$ cat src/rtl/hnoc_pkg.sv
// ============================================================================
// hnoc_pkg: shared HNoC flit layout, address constants and flit helpers. rev 1.0
// ============================================================================
`default_nettype none

package hnoc_pkg;

  localparam int ADDR_WIDTH    = 3;
  localparam int NUM_PE        = 1 << ADDR_WIDTH;
  localparam int DATA_WIDTH    = 32;
  localparam int CNT_WIDTH     = 16;

  localparam int DEST_MSB      = 31;
  localparam int DEST_LSB      = 29;
  localparam int SRC_MSB       = 28;
  localparam int SRC_LSB       = 26;
  localparam int PAYLOAD_MSB   = 25;
  localparam int PAYLOAD_WIDTH = PAYLOAD_MSB + 1;

  typedef logic [DATA_WIDTH-1:0]    flit_t;
  typedef logic [ADDR_WIDTH-1:0]    addr_t;
  typedef logic [PAYLOAD_WIDTH-1:0] payload_t;

  // What the rx buffer holds once the header has been stripped
  typedef struct packed {
    addr_t    src;
    payload_t payload;
  } rx_entry_t;

  function automatic flit_t make_flit(input addr_t dest, input addr_t src, input payload_t payload);
    flit_t f;
    f                       = '0;
    f[DEST_MSB:DEST_LSB]    = dest;
    f[SRC_MSB:SRC_LSB]      = src;
    f[PAYLOAD_MSB:0]        = payload;
    return f;
  endfunction

  function automatic addr_t flit_dest(input flit_t f);
    return f[DEST_MSB:DEST_LSB];
  endfunction

  function automatic addr_t flit_src(input flit_t f);
    return f[SRC_MSB:SRC_LSB];
  endfunction

endpackage

`default_nettype wire

$ cat src/rtl/hnoc_sync_fifo.sv
// ============================================================================
// hnoc_sync_fifo: first-word-fall-through FIFO, power-of-2 depth, async reset. rev 1.0
// ============================================================================
`default_nettype none

module hnoc_sync_fifo #(
  parameter int Width = 32,
  parameter int Depth = 4
) (
  input  logic             clk,
  input  logic             rst_n,
  input  logic             push,
  input  logic [Width-1:0] push_data,
  input  logic             pop,
  output logic [Width-1:0] pop_data,
  output logic             full,
  output logic             empty
);

  localparam int PTR_WIDTH = (Depth > 1) ? $clog2(Depth) : 1;
  localparam int CNT_W     = $clog2(Depth + 1);

  logic [Width-1:0]     mem [Depth];
  logic [PTR_WIDTH-1:0] wr_ptr;
  logic [PTR_WIDTH-1:0] rd_ptr;
  logic [CNT_W-1:0]     count;
  logic                 do_push;
  logic                 do_pop;

  assign full     = (count == CNT_W'(Depth));
  assign empty    = (count == '0);
  assign do_push  = push && !full;
  assign do_pop   = pop && !empty;
  assign pop_data = mem[rd_ptr];

  // Storage is cleared too so the read port shows zero while in reset
  always_ff @(posedge clk or negedge rst_n) begin
    if (!rst_n) begin
      wr_ptr <= '0;
      rd_ptr <= '0;
      count  <= '0;
      for (int i = 0; i < Depth; i++) begin
        mem[i] <= '0;
      end
    end else begin
      if (do_push) begin
        mem[wr_ptr] <= push_data;
        wr_ptr      <= wr_ptr + PTR_WIDTH'(1);
      end
      if (do_pop) begin
        rd_ptr <= rd_ptr + PTR_WIDTH'(1);
      end
      if (do_push && !do_pop) begin
        count <= count + CNT_W'(1);
      end else if (!do_push && do_pop) begin
        count <= count - CNT_W'(1);
      end
    end
  end

endmodule

`default_nettype wire

$ cat src/rtl/pe_noc_interface.sv
// ============================================================================
// pe_noc_interface: PE <-> HNoC port adapter with tx FIFO, filtered rx buffer, stats. rev 1.0
// ============================================================================
`default_nettype none

module pe_noc_interface
  import hnoc_pkg::*;
#(
  parameter int DataWidth    = 32,
  parameter int AddrWidth    = 3,
  parameter int MyAddr       = 0,
  parameter int TxDepth      = 4,
  localparam int PayloadWidth = DataWidth - 2 * AddrWidth
) (
  input  logic                    i_clk,
  input  logic                    i_reset,
  input  logic [PayloadWidth-1:0] i_tx_payload,
  input  logic [AddrWidth-1:0]    i_tx_dest,
  input  logic                    i_tx_valid,
  output logic                    o_tx_ready,
  output logic [DataWidth-1:0]    o_noc_data,
  output logic                    o_noc_data_valid,
  input  logic                    i_noc_data_ready,
  input  logic [DataWidth-1:0]    i_noc_data,
  input  logic                    i_noc_data_valid,
  output logic                    o_noc_data_ready,
  output logic [PayloadWidth-1:0] o_rx_payload,
  output logic [AddrWidth-1:0]    o_rx_src,
  output logic                    o_rx_valid,
  input  logic                    i_rx_ready,
  output logic [15:0]             o_tx_count,
  output logic [15:0]             o_rx_count,
  output logic [15:0]             o_drop_count
);

  localparam addr_t MY_ADDR = addr_t'(MyAddr % NUM_PE);
  localparam int    RX_W    = PayloadWidth + AddrWidth;

  logic                 running;
  logic                 tx_full;
  logic                 tx_empty;
  logic                 tx_push;
  logic                 tx_pop;
  flit_t                tx_flit;
  logic                 rx_full;
  logic                 rx_empty;
  logic                 rx_accept;
  logic                 rx_match;
  logic                 rx_push;
  logic                 rx_pop;
  logic                 rx_drop;
  rx_entry_t            rx_in;
  rx_entry_t            rx_out;
  logic [RX_W-1:0]      rx_out_bits;
  logic [CNT_WIDTH-1:0] tx_cnt;
  logic [CNT_WIDTH-1:0] rx_cnt;
  logic [CNT_WIDTH-1:0] drop_cnt;

  // Holds both readies low for the first cycle after reset is released
  always_ff @(posedge i_clk or negedge i_reset) begin
    if (!i_reset) begin
      running <= 1'b0;
    end else begin
      running <= 1'b1;
    end
  end

  assign o_tx_ready       = running && !tx_full;
  assign tx_push          = i_tx_valid && o_tx_ready;
  assign tx_flit          = make_flit(i_tx_dest, MY_ADDR, i_tx_payload);
  assign o_noc_data_valid = !tx_empty;
  assign tx_pop           = o_noc_data_valid && i_noc_data_ready;

  hnoc_sync_fifo #(
    .Width (DataWidth),
    .Depth (TxDepth)
  ) u_tx_fifo (
    .clk       (i_clk),
    .rst_n     (i_reset),
    .push      (tx_push),
    .push_data (tx_flit),
    .pop       (tx_pop),
    .pop_data  (o_noc_data),
    .full      (tx_full),
    .empty     (tx_empty)
  );

  assign o_noc_data_ready = running && !rx_full;
  assign rx_accept        = i_noc_data_valid && o_noc_data_ready;
  assign rx_match         = (flit_dest(i_noc_data) == MY_ADDR);
  assign rx_push          = rx_accept && rx_match;
  assign rx_drop          = rx_accept && !rx_match;
  assign rx_in.src        = flit_src(i_noc_data);
  assign rx_in.payload    = i_noc_data[PAYLOAD_MSB:0];
  assign o_rx_valid       = !rx_empty;
  assign rx_pop           = o_rx_valid && i_rx_ready;

  hnoc_sync_fifo #(
    .Width (RX_W),
    .Depth (2)
  ) u_rx_fifo (
    .clk       (i_clk),
    .rst_n     (i_reset),
    .push      (rx_push),
    .push_data (rx_in),
    .pop       (rx_pop),
    .pop_data  (rx_out_bits),
    .full      (rx_full),
    .empty     (rx_empty)
  );

  assign rx_out       = rx_entry_t'(rx_out_bits);
  assign o_rx_payload = rx_out.payload;
  assign o_rx_src     = rx_out.src;

  // Statistics stick at all-ones rather than wrapping
  always_ff @(posedge i_clk or negedge i_reset) begin
    if (!i_reset) begin
      tx_cnt   <= '0;
      rx_cnt   <= '0;
      drop_cnt <= '0;
    end else begin
      if (tx_pop && (tx_cnt != '1)) begin
        tx_cnt <= tx_cnt + CNT_WIDTH'(1);
      end
      if (rx_pop && (rx_cnt != '1)) begin
        rx_cnt <= rx_cnt + CNT_WIDTH'(1);
      end
      if (rx_drop && (drop_cnt != '1)) begin
        drop_cnt <= drop_cnt + CNT_WIDTH'(1);
      end
    end
  end

  assign o_tx_count   = tx_cnt;
  assign o_rx_count   = rx_cnt;
  assign o_drop_count = drop_cnt;

endmodule

`default_nettype wire
$ cat config.mk
export PLATFORM = sky130hd
export DESIGN_NAME = pe_noc_interface
export DESIGN_NICKNAME = d
export VERILOG_FILES = /design/src/rtl/hnoc_pkg.sv /design/src/rtl/hnoc_sync_fifo.sv /design/src/rtl/pe_noc_interface.sv
export SDC_FILE = /design/constraint.sdc
export NUM_CORES = 1
export LEC_CHECK = 0
export CAP_MARGIN = 0
export CORE_ASPECT_RATIO = 1.4
export CORE_MARGIN = 3
export CORE_UTILIZATION = 49
export DETAILED_ROUTE_END_ITERATION = 10
export GPL_ROUTABILITY_DRIVEN = 0
export MAX_ROUTING_LAYER = met4
export PLACE_DENSITY_LB_ADDON = 0.3
export SLEW_MARGIN = 10
export SYNTH_ARGS = -nofsm -noshare
export SYNTH_HDL_FRONTEND = slang
export SYNTH_HIERARCHICAL = 1
export SYNTH_SLANG_ARGS = --single-unit
$ cat constraint.sdc
create_clock -name i_clk -period 2.1 [get_ports i_clk]
set_input_delay 0.315 -clock i_clk [delete_from_list [all_inputs] [get_ports i_clk]]
set_output_delay 0.315 -clock i_clk [all_outputs]
set_load 0.02 [all_outputs]
# --- Yosys cells after proc, flatten, opt, wreduce, memory -nomap -nowiden ---
# Cells that the tools add are included.
totals:
  reg_bits: 246
  output_inout_bits: 113
  inputBits: 67
  wordCells: 93
op_classes:
  add_sub_neg: 11
  bitwise_logic: 4
  eq_ne: 5
  reduce_logical: 35
  order_cmp: 6
  n_mux: 16
ops:
  columns: ["operator", "n"]
  rows:
  - ["$bwmux W128", 1]
  - ["$mux W29", 4]
  - ["$mux W32", 3]
  - ["$bmux W32 S2", 1]
  - ["$demux W32 S2", 1]
  - ["$bwmux W58", 1]
  - ["$add A16 B1 Y16 const B", 3]
  - ["$ne A16 B16 Y1 const B", 3]
  - ["$demux W29 S1", 1]
  - ["$logic_and A1 B1 Y1", 21]
  - ["$logic_not A1 Y1", 9]
  - ["$add A2 B1 Y2 const B", 3]
  - ["$ge A3 B3 Y1 const B", 2]
  - ["$logic_not A3 Y1", 2]
  - ["$mux W3", 2]
  - ["$not A2 Y3", 2]
  - ["$ge A2 B2 Y1 const B", 2]
  - ["$mux W2", 2]
  - ["$not A1 Y2", 2]
  - ["$reduce_bool A2 Y1", 2]
  - ["$add A3 B1 Y3 const B", 1]
  - ["$eq A3 B3 Y1 const B", 1]
  - ["$lt A3 B1 Y1 const B", 1]
  - ["$sub A3 B1 Y3 const B", 1]
  - ["5 further kinds", 6]

# --- Depth between registers and ports, before layout ---
# Gate-level depths: netlist of run 1.
logic_depth:
  ltp_word: 10
  mapped_depth: 10
  depth_no_buf: 10

# --- Hierarchy ---
# The synthesis of run 1 kept the hierarchy.
by_module_without_submodules:
  columns: ["mod", "cells_per_inst", "instances", "area_per_inst_um2", "seq_area_each_um2"]
  rows:
  - ["hnoc_sync_fifo at u_tx_fifo", 346, 1, 5960.7, 3378.2]
  - ["hnoc_sync_fifo at u_rx_fifo", 172, 1, 2763.9, 1551.5]
  - ["pe_noc_interface", 216, 1, 2321.0, 1226.2]

# --- Worst setup path before layout of run 1 ---
# No wires, ideal clock.
synth_timing:
  path_type: "flip-flop to flip-flop"
  startpoint: "register u_tx_fifo.count[2]"
  endpoint: "register u_tx_fifo.count[2]"
  setup_time_ns: 0.079
  synth_period_minus_slack_ns: 2.372
  t_arrival_ns: 2.293
  slack_ns: -0.272
  path_buffers: 0
  required_time_ns: 2.021
  path_stages_with_launch: 11
  cell_sequence: "dfrtp_1 nor3b_4 nor2b_1 and2_1 and2b_2 ha_1 inv_1 fa_1 xor2_1 nor2_1 xor2_1"
synth_via:
  elab_chain_len: 8
  elab_cells_between_ends: 18
  classes_between: "2 x add/sub; 1 x eq/ne; 2 x mux; 13 x reduce/logical"
synth_rtl:
  columns: ["item", "line", "source"]
  rows:
  - ["start: declaration", "hnoc_sync_fifo.sv:26", "logic [CNT_W-1:0] count;"]
  - ["start signal: assignment", "hnoc_sync_fifo.sv:54", "count <= count + CNT_W'(1);"]
  - ["start signal: assignment", "hnoc_sync_fifo.sv:56", "count <= count - CNT_W'(1);"]
  - ["$eq A3 B3 Y1 (*)", "hnoc_sync_fifo.sv:30", "assign full = (count == CNT_W'(Depth));"]
  - ["named net tx_full", "pe_noc_interface.sv:40", "logic tx_full;"]
  - ["$logic_not A1 Y1 (*)", "pe_noc_interface.sv:68", "assign o_tx_ready = running && !tx_full;"]
  - ["$logic_and A1 B1 Y1 (*)", "pe_noc_interface.sv:68", null]
  - ["named net o_tx_ready", "pe_noc_interface.sv:20", "output logic o_tx_ready,"]
  - ["$logic_and A1 B1 Y1 (*)", "pe_noc_interface.sv:69", "assign tx_push = i_tx_valid && o_tx_ready;"]
  - ["named net tx_push", "pe_noc_interface.sv:42", "logic tx_push;"]
  - ["$logic_and A1 B1 Y1 (*)", "hnoc_sync_fifo.sv:32", "assign do_push = push && !full;"]
  - ["named net u_tx_fifo.do_push", "hnoc_sync_fifo.sv:27", "logic do_push;"]
  - ["$logic_not A1 Y1", "hnoc_sync_fifo.sv:55", "end else if (!do_push && do_pop) begin"]
  - ["$logic_and A1 B1 Y1", "hnoc_sync_fifo.sv:55", null]
  - ["$reduce_bool A2 Y1 (no source line)", null, null]
# The timed path passes the listed nets; every way through them passes the cells marked *. The select of a mux whose other input is x is not followed.
# A chain may end at the register's enable or synchronous reset.

# --- Worst setup path in the final report of run 1 ---
layout_timing:
  startpoint: "register u_tx_fifo.count[1]"
  endpoint: "register u_tx_fifo.count[1]"
layout_via:
  elab_chain_len: 8
  elab_cells_between_ends: 18
  classes_between: "2 x add/sub; 1 x eq/ne; 2 x mux; 13 x reduce/logical"
layout_rtl:
  columns: ["item", "line"]
  rows:
  - ["$eq A3 B3 Y1 (*)", "hnoc_sync_fifo.sv:30"]
  - ["named net tx_full", "pe_noc_interface.sv:40"]
  - ["$logic_not A1 Y1 (*)", "pe_noc_interface.sv:68"]
  - ["$logic_and A1 B1 Y1 (*)", "pe_noc_interface.sv:68"]
  - ["$logic_and A1 B1 Y1 (*)", "pe_noc_interface.sv:69"]
  - ["named net tx_push", "pe_noc_interface.sv:42"]
  - ["$logic_and A1 B1 Y1 (*)", "hnoc_sync_fifo.sv:32"]
  - ["named net u_tx_fifo.do_push", "hnoc_sync_fifo.sv:27"]
  - ["$logic_not A1 Y1", "hnoc_sync_fifo.sv:55"]
  - ["$logic_and A1 B1 Y1", "hnoc_sync_fifo.sv:55"]
  - ["$reduce_bool A2 Y1 (no source line)", null]
# Marked as above.

==> flow_summary.ini, run 1 <==
[worst_setup_path]
worst_ep_required_time_ps = 2490
max_stage_delay_ps = 430
crit_chain = buf_6 > nor3b_4 > nor2b_4 > and2_4 > and2b_2 > ha_4 > inv_4 > fa_2 > mux2_4
crit_family = simple AND/OR/NAND/NOR gates
critPathLaunchType = flop
critPathSlowestCell = fa_2
end_kind = flop
worstSetupPathType = flop to flop
critPathBufInv = 2
cp.arrival_ps = 2610
cp_max_fo = 2

[global_routing]
top_usage_layer = met2
use_met3_pct = 3.01
grt_pass1_vias = 7588
antenna_found_initial = 0
grt-ovfl-total = 0
grt_pass1_wl_um = 39200
use_met2_pct = 34.6
grt_util_all_layers_pct = 20.3
grt_max_degree = 57
gr-usage-met1_pct = 25.4

[timing]
fin_skew_ps = 10.7
slew_viol_final = 0
finalSetupViolations = 33
rsz0062_at_grt = yes
worst_slack_ps = -120
fin_crit_sh_pct = 106
holdWs_ps = 313
hold_viol_final = 0
period_needed_ps = 2220
max_freq_ghz = 0.451

[floorplanning]
die_height_um = 184
rows = 64
start_util_pct = 50.2
core_mm2 = 0.0220
die_width_um = 133
io_pins = 180
dieArea_mm2 = 0.0244

[synth]
yosys.area.top_type = dfrtp_1
synthTopCellsByArea = dfrtp_1, mux2_2, mux4_2
netlist_area_mm2 = 0.0110
synth-seq-area-share_pct = 55.7
synth-seq-cells = 246
synthFlopType = dfrtp_1
async_flop_share_pct = 100
yosysTopAreaCellShare_pct = 55.7
synth_edf_count = 0
syn_avg_cell_area_um2 = 15.0
synth.distinct_cells = 43
yosys_warnings = 6
netlist_instances = 734

[power_and_ir_drop]
cell_internal_pwr_uw = 14800
clockPowerShare_pct = 18.8
combPwrFrac_pct = 45.4
p_per_area_mw_per_mm2 = 1510
seq_power_share_pct = 35.8
swShare_pct = 32.6
p_sw_uw = 7180
vdd_ir_drop_max_uv = 798
leakage_uw = 0.00651

[cts]
tritoncts = done
cts_inserted_buffers = 25
cts-root-buf = clkbuf_16
cts_sinks = 246
htreeDepth = 1
clkTransAtPathRegs_ps = 60
clock_latency_ps = 510
cts_buffer_depth = 3

[run]
maxCapViolations = 0

[finish]
layout_common_cells = dfrtp_1, mux2_2, clkdlybuf4s50_1, buf_4, buf_6
fillers = 1639
area_growth_pct = 31.9
fin_cells = 1299
final_common_cell = dfrtp_1
drive_above_1_share_pct = 44.7
n_antenna_cell = 0
layout.nets = 1063

[route]
drc_errors = 0
drt_wl_total_um = 23500
drt_iter0_drc = 238
vias_per_cell = 5.27
first_pass_iters = 4
ant_nets = 0
vias = 6850
wl_per_cell_um = 18.1

[hold_path]
min_path_type = input port to asynchronous set/reset pin

[status]
outcome = finished with violations
violations = setup timing

[place]
dp.cells = 1238
hpwl_um = 15100
port_buffers = 179
## power groups by stage
stage,Clock [µW],Combinational [µW],Sequential (µW)
6_report,4140,10000,7880
3_3_place_gp,0,9460,7870
4_1_cts,4280,9860,7870
3_5_place_dp,0,9590,7950
5_1_grt,4500,10700,8150
2_1_floorplan,0,5790,7810
## worst register-to-register path, cell delays in order, from the launching register on
cell and delay (ps):
dfrtp_1 390, buf_6 120, nor3b_4 260, nor2b_4 60
and2_4 140, and2b_2 210, ha_4 170, inv_4 50
fa_2 430, mux2_4 280
## flip-flops by register name, summed over array words and instances (netlist names), 3 cells and up
name	count
u_tx_fifo/mem	128
u_tx_fifo/count	3
o_tx_count	16
o_drop_count	16
u_rx_fifo/mem	58
o_rx_count	16
## routing by layer
layer  part of all wire, %  vias up
met5                     0        -
met4                   2.8        0
met3                   3.7       45
met2                    52      152
met1                    41     3530
li1                      -     3123
## cells in the mapped netlist, types with 7 or more instances
library cell	count
nand4_1	21
dfrtp_1	246
xor2_1	22
inv_1	10
nand2_1	21
nor2_1	23
mux2_2	210
nand3_1	12
xnor2_1	28
mux2_4	10
ha_1	9
nor3_1	7
buf_6	16
mux4_2	32
## logic make-up after synthesis
kind of cell    synth area share, %
compound gates                0.555
xor+xnor                       3.96
fa+ha+maj                      1.20
buf+inv                        2.73
flops                          55.7
mux                            29.4
other cells                  0.0680
simple gates                   6.35
## worst paths after layout
kind,from,endpoint,slack [ps],cells after the start
worst max-delay path,u_tx_fifo/count[1],u_tx_fifo/count[1],-120,9
worst min-delay path,i_reset,u_tx_fifo/mem[24],310,2
worst max register to register,u_tx_fifo/count[1],u_tx_fifo/count[1],-120,9
worst min register to register,u_rx_fifo/mem[17],u_rx_fifo/mem[17],480,1
max in group asynchronous,i_reset,u_tx_fifo/rd_ptr[0],1060,3
min in group i_clk,i_noc_data[17],u_rx_fifo/mem[17],440,2
## per-stage QoR
step | setup TNS [ps] | setup slack (ps) | util (%) | total power, µW | area [µm²]
2_1_floorplan | -172 | -85.9 | - | 13600 | 11100
3_3_place_gp | -915 | -47.5 | 61.8 | 17300 | 13600
3_5_place_dp | -2010 | -102 | 61.8 | 17500 | 13600
4_1_cts | -3150 | -141 | 65.8 | 22000 | 14500
5_1_grt | -4400 | -167 | 66.2 | 23300 | 14600
6_report | -2100 | -120 | 66.2 | 22000 | 14600
## final cells by class
cell class              instances  area (µm²)  share of cell area [%]
flip-flops and latches        246        6160                    42.3
multi-input cells             458        4730                    32.5
repair buffers                244        2500                    17.2
clock buffers                  35         723                    4.96
well taps                     297         372                    2.55
inverters                      11        43.8                   0.301
clock inverters                 8        40.0                   0.275
## timing repair
item	in CTS	in global routing
hold buffers	1	0
pin swaps	8	8
endpoints found under the hold margin	50	0
gates cloned	3	1
buffers inserted	7	6
endpoints found under the setup margin	66	65
gates resized for setup	291	43
No activity file was read; power rests on OpenSTA's default activity.
==> run 2: changes to the inputs <==
--- a/config.mk
+++ b/config.mk
@@ -5,7 +5,6 @@
 export SDC_FILE = /design/constraint.sdc
 export NUM_CORES = 1
 export LEC_CHECK = 0
-export CAP_MARGIN = 0
 export CORE_ASPECT_RATIO = 1.4
 export CORE_MARGIN = 3
 export CORE_UTILIZATION = 49
==> results of run 2 <==
No change in the layout: final DEF, timing and power equal those of run 1.
==> run 3: changes to the inputs <==
--- a/config.mk
+++ b/config.mk
@@ -9,10 +9,10 @@
 export CORE_MARGIN = 3
 export CORE_UTILIZATION = 49
 export DETAILED_ROUTE_END_ITERATION = 10
-export GPL_ROUTABILITY_DRIVEN = 0
+export GPL_ROUTABILITY_DRIVEN = 1
 export MAX_ROUTING_LAYER = met4
 export PLACE_DENSITY_LB_ADDON = 0.3
-export SLEW_MARGIN = 10
+export SLEW_MARGIN = 30
 export SYNTH_ARGS = -nofsm -noshare
 export SYNTH_HDL_FRONTEND = slang
 export SYNTH_HIERARCHICAL = 1
==> results of run 3 <==
No change in the layout: final DEF, timing and power equal those of run 1.
